**src/rtl/fc_in_buffer.sv**
```systemverilog
// Streaming front end for the combinational fully-connected neuron: collects a frame of
// activations into a held vector, waits for the neuron to settle, and registers its result.
module fc_in_buffer #(
  parameter int WIDTH   = 8,
  parameter int IN      = 128,
  parameter int Z_WIDTH = WIDTH * 2 + $clog2(IN),
  parameter int SETTLE  = 2
) (
  input  logic               clk,
  input  logic               rst_n,
  input  logic               s_valid,
  output logic               s_ready,
  input  logic [WIDTH-1:0]   s_data,
  input  logic               s_last,
  output logic [WIDTH-1:0]   x [0:IN-1],
  input  logic [Z_WIDTH-1:0] z_in,
  output logic               m_valid,
  input  logic               m_ready,
  output logic [Z_WIDTH-1:0] m_data,
  output logic               err
);

  localparam int CW = (IN > 1) ? $clog2(IN) : 1;
  localparam int TW = 4;
  localparam logic [CW-1:0] CNT_LAST = CW'(IN - 1);
  localparam logic [TW-1:0] TMR_INIT = TW'(SETTLE - 1);

  typedef enum logic [1:0] {
    ST_FILL   = 2'd0,
    ST_SETTLE = 2'd1,
    ST_OUT    = 2'd2
  } state_e;

  state_e             state_q, state_d;
  logic [CW-1:0]      cnt_q, cnt_d;
  logic [TW-1:0]      timer_q, timer_d;
  logic [WIDTH-1:0]   x_q [0:IN-1];
  logic [WIDTH-1:0]   x_d [0:IN-1];
  logic               m_valid_q, m_valid_d;
  logic [Z_WIDTH-1:0] m_data_q, m_data_d;
  logic               err_q, err_d;
  logic               accept_s;
  logic               short_s;

  assign accept_s = s_valid && (state_q == ST_FILL);
  assign short_s  = s_last && (cnt_q != CNT_LAST);

  // Vector update: write the accepted beat, and zero the unfilled tail when a frame ends early.
  always_comb begin
    for (int i = 0; i < IN; i++) begin
      if (accept_s && (CW'(i) == cnt_q)) begin
        x_d[i] = s_data;
      end else if (accept_s && short_s && (CW'(i) > cnt_q)) begin
        x_d[i] = '0;
      end else begin
        x_d[i] = x_q[i];
      end
    end
  end

  // Control: frame collection, settle countdown and output handshake.
  always_comb begin
    state_d   = state_q;
    cnt_d     = cnt_q;
    timer_d   = timer_q;
    m_valid_d = m_valid_q;
    m_data_d  = m_data_q;
    err_d     = err_q;
    case (state_q)
      ST_FILL: begin
        if (s_valid) begin
          cnt_d = cnt_q + CW'(1);
          if (cnt_q == CNT_LAST) begin
            state_d = ST_SETTLE;
            timer_d = TMR_INIT;
            err_d   = err_q | ~s_last;
          end else if (s_last) begin
            state_d = ST_SETTLE;
            timer_d = TMR_INIT;
            err_d   = 1'b1;
          end else begin
            state_d = ST_FILL;
          end
        end else begin
          state_d = ST_FILL;
        end
      end
      ST_SETTLE: begin
        if (timer_q == '0) begin
          m_data_d  = z_in;
          m_valid_d = 1'b1;
          state_d   = ST_OUT;
        end else begin
          timer_d = timer_q - TW'(1);
        end
      end
      ST_OUT: begin
        if (m_ready) begin
          m_valid_d = 1'b0;
          cnt_d     = '0;
          state_d   = ST_FILL;
        end else begin
          state_d = ST_OUT;
        end
      end
      default: begin
        state_d   = ST_FILL;
        cnt_d     = '0;
        m_valid_d = 1'b0;
      end
    endcase
  end

  // State and datapath registers.
  always_ff @(posedge clk or negedge rst_n) begin
    if (!rst_n) begin
      state_q   <= ST_FILL;
      cnt_q     <= '0;
      timer_q   <= '0;
      m_valid_q <= 1'b0;
      m_data_q  <= '0;
      err_q     <= 1'b0;
      for (int i = 0; i < IN; i++) begin
        x_q[i] <= '0;
      end
    end else begin
      state_q   <= state_d;
      cnt_q     <= cnt_d;
      timer_q   <= timer_d;
      m_valid_q <= m_valid_d;
      m_data_q  <= m_data_d;
      err_q     <= err_d;
      for (int i = 0; i < IN; i++) begin
        x_q[i] <= x_d[i];
      end
    end
  end

  assign s_ready = (state_q == ST_FILL);
  assign x       = x_q;
  assign m_valid = m_valid_q;
  assign m_data  = m_data_q;
  assign err     = err_q;

endmodule

```
**config.mk**
```make
export PLATFORM = sky130hd
export DESIGN_NAME = fc_in_buffer
export DESIGN_NICKNAME = d
export VERILOG_FILES = /design/src/rtl/fc_in_buffer.sv
export SDC_FILE = /design/constraint.sdc
export NUM_CORES = 1
export LEC_CHECK = 0
export ABC_AREA = 1
export BUFFER_PORTS_ARGS = -buffer_cell sky130_fd_sc_hd__buf_2
export CAP_MARGIN = 20
export CORE_AREA = 3 3 425 427
export DETAILED_ROUTE_END_ITERATION = 10
export DIE_AREA = 0 0 428 430
export RECOVER_POWER = 50
export SETUP_SLACK_MARGIN = 0.2
export SKIP_LAST_GASP = 1
export SYNTH_ARGS = -nofsm -noshare
export SYNTH_HDL_FRONTEND = slang
export SYNTH_SLANG_ARGS = --single-unit
```
**constraint.sdc**
```tcl
create_clock -name clk -period 2.53 [get_ports clk]
set_input_delay 0.3795 -clock clk [delete_from_list [all_inputs] [get_ports clk]]
set_output_delay 0.3795 -clock clk [all_outputs]
set_load 0.01 [all_outputs]
```
==> impl_metrics.yaml <==
cts:
  cts_sinks: 1062
  clk_pin_slew_ns: 0.06
  cts_root_buffer: "clkbuf_16"
  h-tree-depth: 3
  numCtsBuffers: 116
  insertion_delay_ns: 0.78
  cts_tree: "built"
  clk_path_buf_depth: 3
finish:
  drive_gt1_share_pct: 21.3
  nets: 5781
  utilization_pct: 31.7
  area_delta_synth_final_pct: 33.4
  multi_input_area_um2: 14300
  num-fill-cells: 18800
  layout.area.seq_um2: 26600
pwr:
  cellLeakagePower_nw: 28.0
  p_total_w: 0.0421
  peakVddDrop_mv: 0.525
  power_density_nw_per_um2: 753
logic_synthesis:
  yosys-top-cells-count: "nand2_1 (1110), dfrtp_1 (1062), nand3_1 (1033)"
  ys_warn_count: 0
  ys_async_sr_fraction_pct: 100
  synthDominantCellAreaShare_pct: 63.4
  avgSynthCellArea_um2: 9.41
  yosysTopAreaCell: "dfrtp_1"
  ys_ff_latch: 1062
  yosysSeqAreaShare_pct: 63.4
  mappedNetlistArea_um2: 41900
  synth_edf_count: 0
  synth_area_leaders: "dfrtp_1 (63%), nand3_1 (12%), nand2_1 (9.9%), o21ai_0 (7.7%), clkbuf_1 (1.6%)"
  yosysUniqueCellTypes: 26
  netlist_instances: 4452
  synthFlopType: "dfrtp_1"
  synth_fp_nets: 4493
  synth_most_common_cell: "nand2_1"
setup_path:
  r2r-start: "cnt_q[5]"
  crit_start: "cnt_q[5]"
  cp_top_family: "simple AND/OR/NAND/NOR gates"
  endpoint_kind: "register"
  required_ns: 3.20
  arrival_ns: 2.96
  cp_cell_sequence: "nor2_4, clkinvlp_4, nor2_1, nand2_1, nor2_4, buf_4, nand2_1, buf_4, nand3_1, nand2_1"
  path_buf_inv: 3
  cp_slowest_cell: "dfrtp_2"
  path_common_cell: "nand2_1"
  criticalPathCategory: "register to register"
  crit_path_max_fanout: 9
  slowest_delay_ns: 0.49
  worstSetupStartpointType: "register"
sta:
  setup_violations: 0
  final-hold-violation-count: 0
  fmax_mhz: 437
  skew_ns: 0.0407
  worstMarginPinSlew_ns: 1.15
  rsz0062_at_grt: "yes"
  fin_crit_ns: 2.29
  finalMaxSlewViolations: 0
  slew_headroom_pct: 23.3
  final.period_utilization_pct: 90.5
hold_path:
  hold_start: "s_data[5]"
  min_path_type: "primary input to register"
placed_design:
  hpwl_um: 166000
  gp_congestion: 0.986
  port_buffers: 1085
floorplan:
  ioPinCount: 1086
  num_rows: 154
  coreArea_um2: 176000
  initial_core_util_pct: 23.7
  die_h_um: 430
  die_width_um: 428
  die_area_um2: 184000
global_route:
  grt.total_usage_pct: 23.1
  grt_max_degree: 112
  first_global_vias: 38500
  grt_overflow: 0
  grt_pass1_wl_um: 304000
  antenna_found_initial: 11
routing:
  wl_per_cell_um: 27.0
  wl_met1_um: 87200
  remaining_drc_errors: 0
  dr_wl_met2_um: 104000
  wl_met3_um: 15800
  drtIter0Drc: 3706
  drtAntennaViolNets: 0
  wl_um: 221000
  dr.max_layer_used: "met4"
  viasPerCell: 4.91
  drt_first_pass_iters: 6
  routed-via-count: 40200
job:
  cap_violations: 0
run_status:
  outcome: "finished clean"
## cell type report
class	instances	area share [%]
flip-flops and latches	1062	47.6
multi-input cells	3025	25.6
repair buffers	1400	13.5
clock buffers	171	5.96
well taps	2340	5.24
clock inverters	37	1.02
inverters	135	0.992
diodes	12	0.0537
## layer usage
| layer | vias up | global-route usage (%) |
|---|---|---|
| met1 | 20100 | 27.8 |
| met3 | 549 | 5.09 |
| met2 | 1912 | 38.0 |
| li1 | 17700 | - |
| met4 | 0 | 13.1 |
| met5 | - | 0 |
## cell families after synthesis
logic type	Yosys count	share of synthesized area, %
adder cells (fa/ha/maj)	5	0.149
AO/OA/AOI/OAI	726	8.78
flip-flops	1062	63.4
buffers and inverters	365	3.45
XOR/XNOR	1	0.0209
AND/OR/NAND/NOR	2293	24.2
## power breakdown
part / leakage (nW) / internal [W] / total, W / switching (W)
clock network: 1.89 / 0.0101 / 0.0175 / 0.00738
registers: 14.8 / 0.0175 / 0.0179 / 0.000355
logic: 11.3 / 0.00159 / 0.00675 / 0.00516
## worst reg2reg max path, delay by kind of cell (launching register included)
kind                   cells  cell delay, ns
flip-flops                 1            0.49
AND/OR/NAND/NOR            7            1.09
buffers and inverters      3            0.65
## repair_timing
item | CTS | global route
hold buffers | 25 | 0
gates resized for setup | 65 | 115
endpoints found under the setup margin | 547 | 765
cloned | 0 | 2
pin swaps | 2 | 3
hold endpoints to repair | 305 | 0
buffers inserted | 6 | 4
## cells in the final DEF (no fill, tap or decap), types with 7 or more instances in the layout
cell / instances
nor2_4: 18
o21ai_1: 50
inv_2: 32
nand2_4: 10
buf_6: 9
o21ai_2: 11
buf_12: 28
clkbuf_4: 7
clkinv_2: 11
clkbuf_2: 9
clkbuf_16: 119
clkbuf_1: 564
nand2_1: 1027
buf_4: 222
nor2_2: 23
nand4_1: 12
o21ai_0: 634
a21oi_1: 12
nand2_2: 88
clkbuf_8: 20
nor2_1: 69
diode_2: 12
dlygate4sd3_1: 25
inv_4: 12
inv_6: 7
dfrtp_1: 1060
nand3_1: 1022
inv_1: 84
bufinv_16: 9
o22ai_1: 16
nand3_2: 10
buf_2: 567
## registers in the layout (all words and copies together), names as in the netlist
name,flops
cnt_q,7
err,1
m_data,23
m_valid,1
state_q,2
timer_q,4
x,1024
## final timing paths
check / to / slack [ns] / depth (start not counted)
setup reg to reg: x[917] / 0.24 / 10
hold reg to reg: err / 0.47 / 2
hold / removal: x[805] / 0.11 / 3
max in group asynchronous: x[123] / 0.42 / 3
setup / recovery: x[917] / 0.24 / 10
min in group asynchronous: x[817] / 0.37 / 2
## through the flow
stage | area, um^2 | setup WS [ns] | hold slack, ns | cells | TNS (ns)
2_1_floorplan | 41900 | 0.610 | 0.0839 | 4452 | 0
3_3_place_gp | 51900 | -0.133 | 0.304 | 7925 | -2.79
3_5_place_dp | 51900 | -0.0958 | 0.314 | 7925 | -1.70
4_1_cts | 56300 | 0.118 | 0.00398 | 8164 | 0
5_1_grt | 55800 | 0.121 | 0.0581 | 8173 | 0
6_report | 55900 | 0.240 | 0.112 | 8182 | 0
(Power assumes the default switching activity.)
